[config.mk]
export PLATFORM = sky130hd
export DESIGN_NAME = qbus_arbiter_flat
export DESIGN_NICKNAME = d
export VERILOG_FILES = /design/src/rtl/qbus_arbiter_pkg.sv /design/src/rtl/qbus_arbiter_if.sv /design/src/rtl/qbus_arbiter_watchdog.sv /design/src/rtl/qbus_arbiter.sv /design/src/flat_wrapper.sv
export SDC_FILE = /design/constraint.sdc
export NUM_CORES = 1
export LEC_CHECK = 0
export ABC_AREA = 1
export BUFFER_PORTS_ARGS = -buffer_cell sky130_fd_sc_hd__buf_4
export CORE_AREA = 5 5 55 57
export DETAILED_ROUTE_END_ITERATION = 12
export DIE_AREA = 0 0 60 62
export GPL_TIMING_DRIVEN = 0
export PLACE_DENSITY_LB_ADDON = 0.12
export SLEW_MARGIN = 40
export SYNTH_ARGS = -nofsm -noshare
export SYNTH_HDL_FRONTEND = slang
export SYNTH_SLANG_ARGS = --single-unit
[constraint.sdc]
create_clock -name clk -period 3.9 [get_ports clk]
set_input_delay 0.195 -clock clk [delete_from_list [all_inputs] [get_ports clk]]
set_output_delay 0.195 -clock clk [all_outputs]
set_load 0.02 [all_outputs]
[src/rtl/qbus_arbiter_pkg.sv]
// ============================================================================
// qbus_arbiter_pkg : shared state encodings and default timing constants
// Revision 1.0 - initial release
// ============================================================================
`default_nettype none

package qbus_arbiter_pkg;

    typedef enum logic [2:0] {
        QB_IDLE  = 3'd0,
        QB_CYC   = 3'd1,
        QB_DONE  = 3'd2,
        QB_GRANT = 3'd3,
        QB_DMA   = 3'd4
    } qb_state_t;

    localparam int QB_BUS_TIMEOUT_DEF = 63;
    localparam int QB_GRANT_WAIT_DEF  = 15;

    // Counter width: enough bits for the larger of the two reload values, plus one.
    function automatic int qb_cnt_w(input int a, input int b);
        return $clog2((a > b) ? a : b) + 1;
    endfunction

endpackage

`default_nettype wire

[src/rtl/qbus_arbiter_if.sv]
// ============================================================================
// qbus_arbiter_if : CPU request, Q-bus strobe and DMA handshake bundle
// Revision 1.0 - initial release
// ============================================================================
`default_nettype none

interface qbus_arbiter_if;
    logic cpu_dati;
    logic cpu_dato;
    logic cpu_byte;
    logic cpu_done;
    logic cpu_error;
    logic bsync;
    logic bdin;
    logic bdout;
    logic bwtbt;
    logic bbsy;
    logic breply;
    logic dmr;
    logic dmgo;
    logic sack;

    modport master (
        input  cpu_dati, cpu_dato, cpu_byte, breply, dmr, sack,
        output cpu_done, cpu_error, bsync, bdin, bdout, bwtbt, bbsy, dmgo
    );

    modport slave (
        output cpu_dati, cpu_dato, cpu_byte, breply, dmr, sack,
        input  cpu_done, cpu_error, bsync, bdin, bdout, bwtbt, bbsy, dmgo
    );
endinterface

`default_nettype wire

[src/rtl/qbus_arbiter_watchdog.sv]
// ============================================================================
// qbus_arbiter_watchdog : loadable down-counter, saturates at zero
// Revision 1.0 - initial release
// ============================================================================
`default_nettype none

module qbus_arbiter_watchdog #(
    parameter int WIDTH = 7
) (
    input  wire              clk,
    input  wire              reset_n,
    input  wire              i_ce,
    input  wire              i_load,
    input  wire [WIDTH-1:0]  i_load_val,
    output logic             o_zero
);

    logic [WIDTH-1:0] r_cnt;

    always_ff @(posedge clk or negedge reset_n) begin
        if (!reset_n) begin
            r_cnt <= '0;
        end else if (i_load) begin
            r_cnt <= i_load_val;
        end else if (i_ce && (r_cnt != '0)) begin
            r_cnt <= r_cnt - 1'b1;
        end
    end

    assign o_zero = (r_cnt == '0);

endmodule

`default_nettype wire

[src/rtl/qbus_arbiter.sv]
// ============================================================================
// qbus_arbiter : 1801VM1 Q-bus cycle sequencer and CPU/DMA arbiter
// Optional no-reply watchdog enabled by defining QBUS_TIMEOUT_EN.
// Revision 1.0 - initial release
// ============================================================================
`default_nettype none

module qbus_arbiter
    import qbus_arbiter_pkg::*;
#(
    parameter int BUS_TIMEOUT = QB_BUS_TIMEOUT_DEF,
    parameter int GRANT_WAIT  = QB_GRANT_WAIT_DEF
) (
    input  wire             clk,
    input  wire             reset_n,
    input  wire             ce,
    qbus_arbiter_if.master  bus
);

    localparam int c_CNT_W = qb_cnt_w(BUS_TIMEOUT, GRANT_WAIT);
    // Reload is one less than the budget so the entry cycle counts toward it.
    localparam logic [c_CNT_W-1:0] c_GRANT_LOAD = c_CNT_W'(GRANT_WAIT - 1);

    qb_state_t r_state;
    qb_state_t w_next;
    logic      r_rply_s1;
    logic      r_rply_s2;
    logic      r_write;
    logic      r_byte;
    logic      r_done;
    logic      w_load;
    logic      w_grant_zero;
    logic      w_timeout;

    always_ff @(posedge clk or negedge reset_n) begin
        if (!reset_n) begin
            r_rply_s1 <= 1'b0;
            r_rply_s2 <= 1'b0;
        end else begin
            r_rply_s1 <= bus.breply;
            r_rply_s2 <= r_rply_s1;
        end
    end

    always_ff @(posedge clk or negedge reset_n) begin
        if (!reset_n) begin
            r_state <= QB_IDLE;
        end else if (ce) begin
            r_state <= w_next;
        end
    end

    always_comb begin
        w_next = r_state;
        unique case (r_state)
            QB_IDLE: begin
                if (bus.dmr) begin
                    w_next = QB_GRANT;
                end else if ((bus.cpu_dati || bus.cpu_dato) && !bus.sack) begin
                    w_next = QB_CYC;
                end
            end
            QB_CYC:   if (r_rply_s2 || w_timeout) w_next = QB_DONE;
            QB_DONE:  if (!r_rply_s2) w_next = QB_IDLE;
            QB_GRANT: begin
                if (bus.sack) begin
                    w_next = QB_DMA;
                end else if (!bus.dmr || w_grant_zero) begin
                    w_next = QB_IDLE;
                end
            end
            QB_DMA:   if (!bus.sack) w_next = QB_IDLE;
            default:  w_next = QB_IDLE;
        endcase
    end

    // Read wins when both requests are raised together.
    always_ff @(posedge clk or negedge reset_n) begin
        if (!reset_n) begin
            r_write <= 1'b0;
            r_byte  <= 1'b0;
        end else if (ce && (r_state == QB_IDLE) && (w_next == QB_CYC)) begin
            r_write <= bus.cpu_dato && !bus.cpu_dati;
            r_byte  <= bus.cpu_byte;
        end
    end

    always_ff @(posedge clk or negedge reset_n) begin
        if (!reset_n) begin
            r_done <= 1'b0;
        end else if (ce) begin
            r_done <= (r_state == QB_CYC) && (w_next == QB_DONE);
        end
    end

    assign w_load = ce && (w_next != r_state);

    qbus_arbiter_watchdog #(.WIDTH(c_CNT_W)) u_grant_wd (
        .clk        (clk),
        .reset_n    (reset_n),
        .i_ce       (ce && (r_state == QB_GRANT)),
        .i_load     (w_load),
        .i_load_val (c_GRANT_LOAD),
        .o_zero     (w_grant_zero)
    );

`ifdef QBUS_TIMEOUT_EN
    localparam logic [c_CNT_W-1:0] c_BUS_LOAD = c_CNT_W'(BUS_TIMEOUT - 1);
    logic r_err;

    qbus_arbiter_watchdog #(.WIDTH(c_CNT_W)) u_bus_wd (
        .clk        (clk),
        .reset_n    (reset_n),
        .i_ce       (ce && (r_state == QB_CYC)),
        .i_load     (w_load),
        .i_load_val (c_BUS_LOAD),
        .o_zero     (w_timeout)
    );

    always_ff @(posedge clk or negedge reset_n) begin
        if (!reset_n) begin
            r_err <= 1'b0;
        end else if (ce) begin
            r_err <= (r_state == QB_CYC) && !r_rply_s2 && w_timeout;
        end
    end

    assign bus.cpu_error = r_err;
`else
    assign w_timeout     = 1'b0;
    assign bus.cpu_error = 1'b0;
`endif

    assign bus.cpu_done = r_done;
    assign bus.bsync    = (r_state == QB_CYC);
    assign bus.bdin     = (r_state == QB_CYC) && !r_write;
    assign bus.bdout    = (r_state == QB_CYC) && r_write;
    assign bus.bwtbt    = (r_state == QB_CYC) && r_byte;
    assign bus.bbsy     = (r_state == QB_CYC) || (r_state == QB_DONE);
    assign bus.dmgo     = (r_state == QB_GRANT);

endmodule

`default_nettype wire
[src/flat_wrapper.sv]
// flat-port wrapper written by rule: the top's interface ports become plain ports
module qbus_arbiter_flat import qbus_arbiter_pkg::*;
#(
    parameter int BUS_TIMEOUT = QB_BUS_TIMEOUT_DEF,
    parameter int GRANT_WAIT  = QB_GRANT_WAIT_DEF
)
  (clk, reset_n, ce, bus_cpu_dati, bus_cpu_dato, bus_cpu_byte, bus_breply, bus_dmr, bus_sack, bus_cpu_done, bus_cpu_error, bus_bsync, bus_bdin, bus_bdout, bus_bwtbt, bus_bbsy, bus_dmgo);
  qbus_arbiter_if bus_i ();
  input  wire clk;
  input  wire reset_n;
  input  wire ce;
  input wire logic [$bits(bus_i.cpu_dati)-1:0] bus_cpu_dati;
  input wire logic [$bits(bus_i.cpu_dato)-1:0] bus_cpu_dato;
  input wire logic [$bits(bus_i.cpu_byte)-1:0] bus_cpu_byte;
  input wire logic [$bits(bus_i.breply)-1:0] bus_breply;
  input wire logic [$bits(bus_i.dmr)-1:0] bus_dmr;
  input wire logic [$bits(bus_i.sack)-1:0] bus_sack;
  output wire logic [$bits(bus_i.cpu_done)-1:0] bus_cpu_done;
  output wire logic [$bits(bus_i.cpu_error)-1:0] bus_cpu_error;
  output wire logic [$bits(bus_i.bsync)-1:0] bus_bsync;
  output wire logic [$bits(bus_i.bdin)-1:0] bus_bdin;
  output wire logic [$bits(bus_i.bdout)-1:0] bus_bdout;
  output wire logic [$bits(bus_i.bwtbt)-1:0] bus_bwtbt;
  output wire logic [$bits(bus_i.bbsy)-1:0] bus_bbsy;
  output wire logic [$bits(bus_i.dmgo)-1:0] bus_dmgo;
  assign bus_i.cpu_dati = bus_cpu_dati;
  assign bus_i.cpu_dato = bus_cpu_dato;
  assign bus_i.cpu_byte = bus_cpu_byte;
  assign bus_i.breply = bus_breply;
  assign bus_i.dmr = bus_dmr;
  assign bus_i.sack = bus_sack;
  assign bus_cpu_done = bus_i.cpu_done;
  assign bus_cpu_error = bus_i.cpu_error;
  assign bus_bsync = bus_i.bsync;
  assign bus_bdin = bus_i.bdin;
  assign bus_bdout = bus_i.bdout;
  assign bus_bwtbt = bus_i.bwtbt;
  assign bus_bbsy = bus_i.bbsy;
  assign bus_dmgo = bus_i.dmgo;
  qbus_arbiter #(.BUS_TIMEOUT(BUS_TIMEOUT), .GRANT_WAIT(GRANT_WAIT)) u_core (.clk(clk), .reset_n(reset_n), .ce(ce), .bus(bus_i));
endmodule
==> results.sh <==
export IMPL_dp_final_hpwl_mm=1.51
export IMPL_whs_path_depth=1
export IMPL_critPathKind="register to register"
export IMPL_grt_usage_pct=11.6
export IMPL_vias=834
export IMPL_grt_use_met3_pct=2.27
export IMPL_layout_commonest_cell="nand2_1"
export IMPL_final_cell_mix="27 x nand2_1, 21 x inv_1, 16 x buf_4, 15 x dfrtp_1, 12 x nor2_1"
export IMPL_synth_area_per_cell_um2=7.58
export IMPL_grt_remaining_overflow=0
export IMPL_start_kind="register"
export IMPL_grt_antenna_before_repair=0
export IMPL_place_area_mm2=0.00107
export IMPL_r2r_end="u_core.u_grant_wd.r_cnt[1]$_DFFE_PN0P_"
export IMPL_r2r_slack_ns=2.20
export IMPL_seq_area_um2=375
export IMPL_wl_mm=1.87
export IMPL_fin_nets=153
export IMPL_cp_required_ns=4.07
export IMPL_synth_edff_count=0
export IMPL_antennaDiodeCount=0
export IMPL_p_per_area_mw_per_mm2=609
export IMPL_ant_nets=0
export IMPL_r2r_cells=11
export IMPL_die_h_um=62
export IMPL_synthToLayoutAreaGrowth_pct=20.2
export IMPL_die_x_um=60
export IMPL_multiInputGateArea_um2=452
export IMPL_tightest_slew_ns=0.543
export IMPL_port_buffers=15
export IMPL_clockRootBuffer="clkbuf_4"
export IMPL_peakVddDrop_mv=0.366
export IMPL_timing_fmax_mhz=587
export IMPL_fin_skew_ns=0.000593
export IMPL_fin_crit_ns=1.70
export IMPL_fill_cells=258
export IMPL_seq_area_frac_synth_pct=40.6
export IMPL_final_setup_tns_ns=0
export IMPL_drt_vias_per_instance=4.85
export IMPL_critPathMaxStageDelay_ns=0.40
export IMPL_htreeDepth=1
export IMPL_cp_arrival_ns=1.87
export IMPL_drt_iter0_markers=33
export IMPL_grt_busiest_layer="met2"
export IMPL_yosysUniqueCellTypes=27
export IMPL_final_max_slew_viol_count=0
export IMPL_crit_path_max_fanout=5
export IMPL_grt_pass1_wl_mm=3.22
export IMPL_drc=0
export IMPL_ios=17
export IMPL_netlist_instances=122
export IMPL_critPathCapture="u_core.u_grant_wd.r_cnt[1]$_DFFE_PN0P_"
export IMPL_grt_met1_usage_pct=14.0
export IMPL_hp_class="input pin to register"
export IMPL_rsz0062_at_grt="no"
export IMPL_grt_use_met2_pct=20.1
export IMPL_relSlewSlack_pct=63.8
export IMPL_drive_above_1_share_pct=24.6
export IMPL_crit_top_cell="nand2_1"
export IMPL_ys_ff_latch=15
export IMPL_core_area_mm2=0.00243
export IMPL_p_leak_nw=0.574
export IMPL_yosysWarnings=0
export IMPL_fin_area_mm2=0.00111
export IMPL_start_util_pct=38.0
export IMPL_r2r_start="u_core.u_grant_wd.r_cnt[0]$_DFFE_PN0P_"
export IMPL_gp_congestion=0.841
export IMPL_synth_nets=132
export IMPL_fp_row_count=18
export IMPL_cts_sinks=15
export IMPL_finalCritPeriodShare_pct=43.7
export IMPL_setup_viol=0
export IMPL_cts_tree="done"
export IMPL_crit_start="u_core.u_grant_wd.r_cnt[0]$_DFFE_PN0P_"
export IMPL_route_detailed_wl_per_inst_um=10.9
export IMPL_clockBufferDepth=2
export IMPL_maxCapViolations=0
export IMPL_cts_inserted_buffers=3
export IMPL_path_clk_slew_ns=0.08
export IMPL_ys_flop_type="dfrtp_1"
export IMPL_hold_viol=0
export IMPL_async_flop_share_pct=100
export IMPL_clkLatencyLatePin_ns=0.27
export IMPL_syn_area_um2=925
export IMPL_worstSetupEndpointType="register"
export IMPL_grt_max_degree=16
export IMPL_slowest_stage="dfrtp_1"
export IMPL_dr_pass1_iters=4
export IMPL_status="completed"
export IMPL_grt_pass1_vias=790
export IMPL_crit_chain="inv_1 -> ha_1 -> inv_1 -> nor2_1 -> nand3_1 -> nand2_1 -> nand4_1 -> nand2_1 -> nand3_4 -> nand2_2 -> nand2_1"
export IMPL_die_area_mm2=0.00372
## layer usage
layer	share of wire (%)	routed length, um	vias up
li1	-	-	430
met1	45	850	390
met2	49	923	12
met3	4.5	84	2
met4	0.80	15	0
met5	0	0	-
## Yosys cell counts (all sizes together), types with 2 or more instances
library cell  instances  area share, %
a21oi                 4            3.0
nor2                 14            6.2
dfrtp                15             41
nand3                 8            6.8
nand4                 7            4.7
inv                  23            9.3
buf                   2            1.2
nand2                30             13
o21ai                 9            5.3
## registers in the layout, indices dropped and copies added, names as in the netlist
signal and count:
u_core.bus.cpu_done 1, u_core.r_write 1, u_core.r_state 3, u_core.r_rply_s2 1, u_core.u_grant_wd.r_cnt 7, u_core.r_byte 1, u_core.r_rply_s1 1
## worst min-delay path by stage
stage / slack, ns / startpoint / to
CTS: 0.01 / bus_breply / u_core.r_rply_s1$_DFF_PN0_
global route: 0.005 / bus_breply / u_core.r_rply_s1$_DFF_PN0_
finish: 0.02 / bus_breply / u_core.r_rply_s1$_DFF_PN0_
floorplan: -0.10 / reset_n / u_core.bus.cpu_done$_DFFE_PN0P_
detailed placement: 0.06 / reset_n / u_core.r_rply_s1$_DFF_PN0_
global placement: 0.06 / reset_n / u_core.r_rply_s1$_DFF_PN0_
## report_power, final
group          leakage [nW]  switching [W]  internal (W)
Clock                0.0150      0.0000456     0.0000396
Combinational         0.375       0.000227      0.000137
Sequential            0.184      0.0000372      0.000190
Total                 0.574       0.000310      0.000366
## per-stage QoR
step | cells | power [W] | hold WS [ns] | utilization [%] | worst slack [ns]
floorplan | 122 | 0.000490 | -0.101 | - | 2.38
global placement | 167 | 0.000592 | 0.0616 | 44.2 | 2.22
detailed placement | 167 | 0.000596 | 0.0639 | 44.2 | 2.21
CTS | 172 | 0.000688 | 0.0119 | 45.7 | 2.18
global route | 172 | 0.000741 | 0.00461 | 45.7 | 2.00
finish | 172 | 0.000676 | 0.0248 | 45.7 | 2.20
## timing repair
item | 4_1_cts | 5_1_grt
resized for setup | 0 | 0
buffers inserted | 0 | 0
endpoints found under the hold margin | 15 | 0
hold buffers | 1 | 0
## layout make-up
type,count,area share (%)
Tap cell,30,3.38
Sequential cell,15,33.8
Inverter,23,7.77
Clock buffer,4,2.36
Timing Repair Buffer,16,11.0
Multi-Input combinational cell,82,40.7
Buffer,2,1.01
## cell families after synthesis
kind of cell	Yosys count	synth area share [%]
muxes	1	1.22
and+or+nand+nor	62	34.2
AOI/OAI and AO/OA	16	10.7
adders and majority gates	1	1.35
other	1	0.406
DFF	15	40.6
xor gates and xnor gates	1	0.947
buffers and inverters	25	10.6
## critical path: cells and delay by family (launching register included)
| kind | cells | cell delay, ns |
|---|---|---|
| adder cells (fa/ha/maj) | 1 | 0.18 |
| AND/OR/NAND/NOR | 8 | 0.90 |
| flip-flops | 1 | 0.40 |
| buffers and inverters | 2 | 0.12 |
No activity file was read; power rests on OpenSTA's default activity.
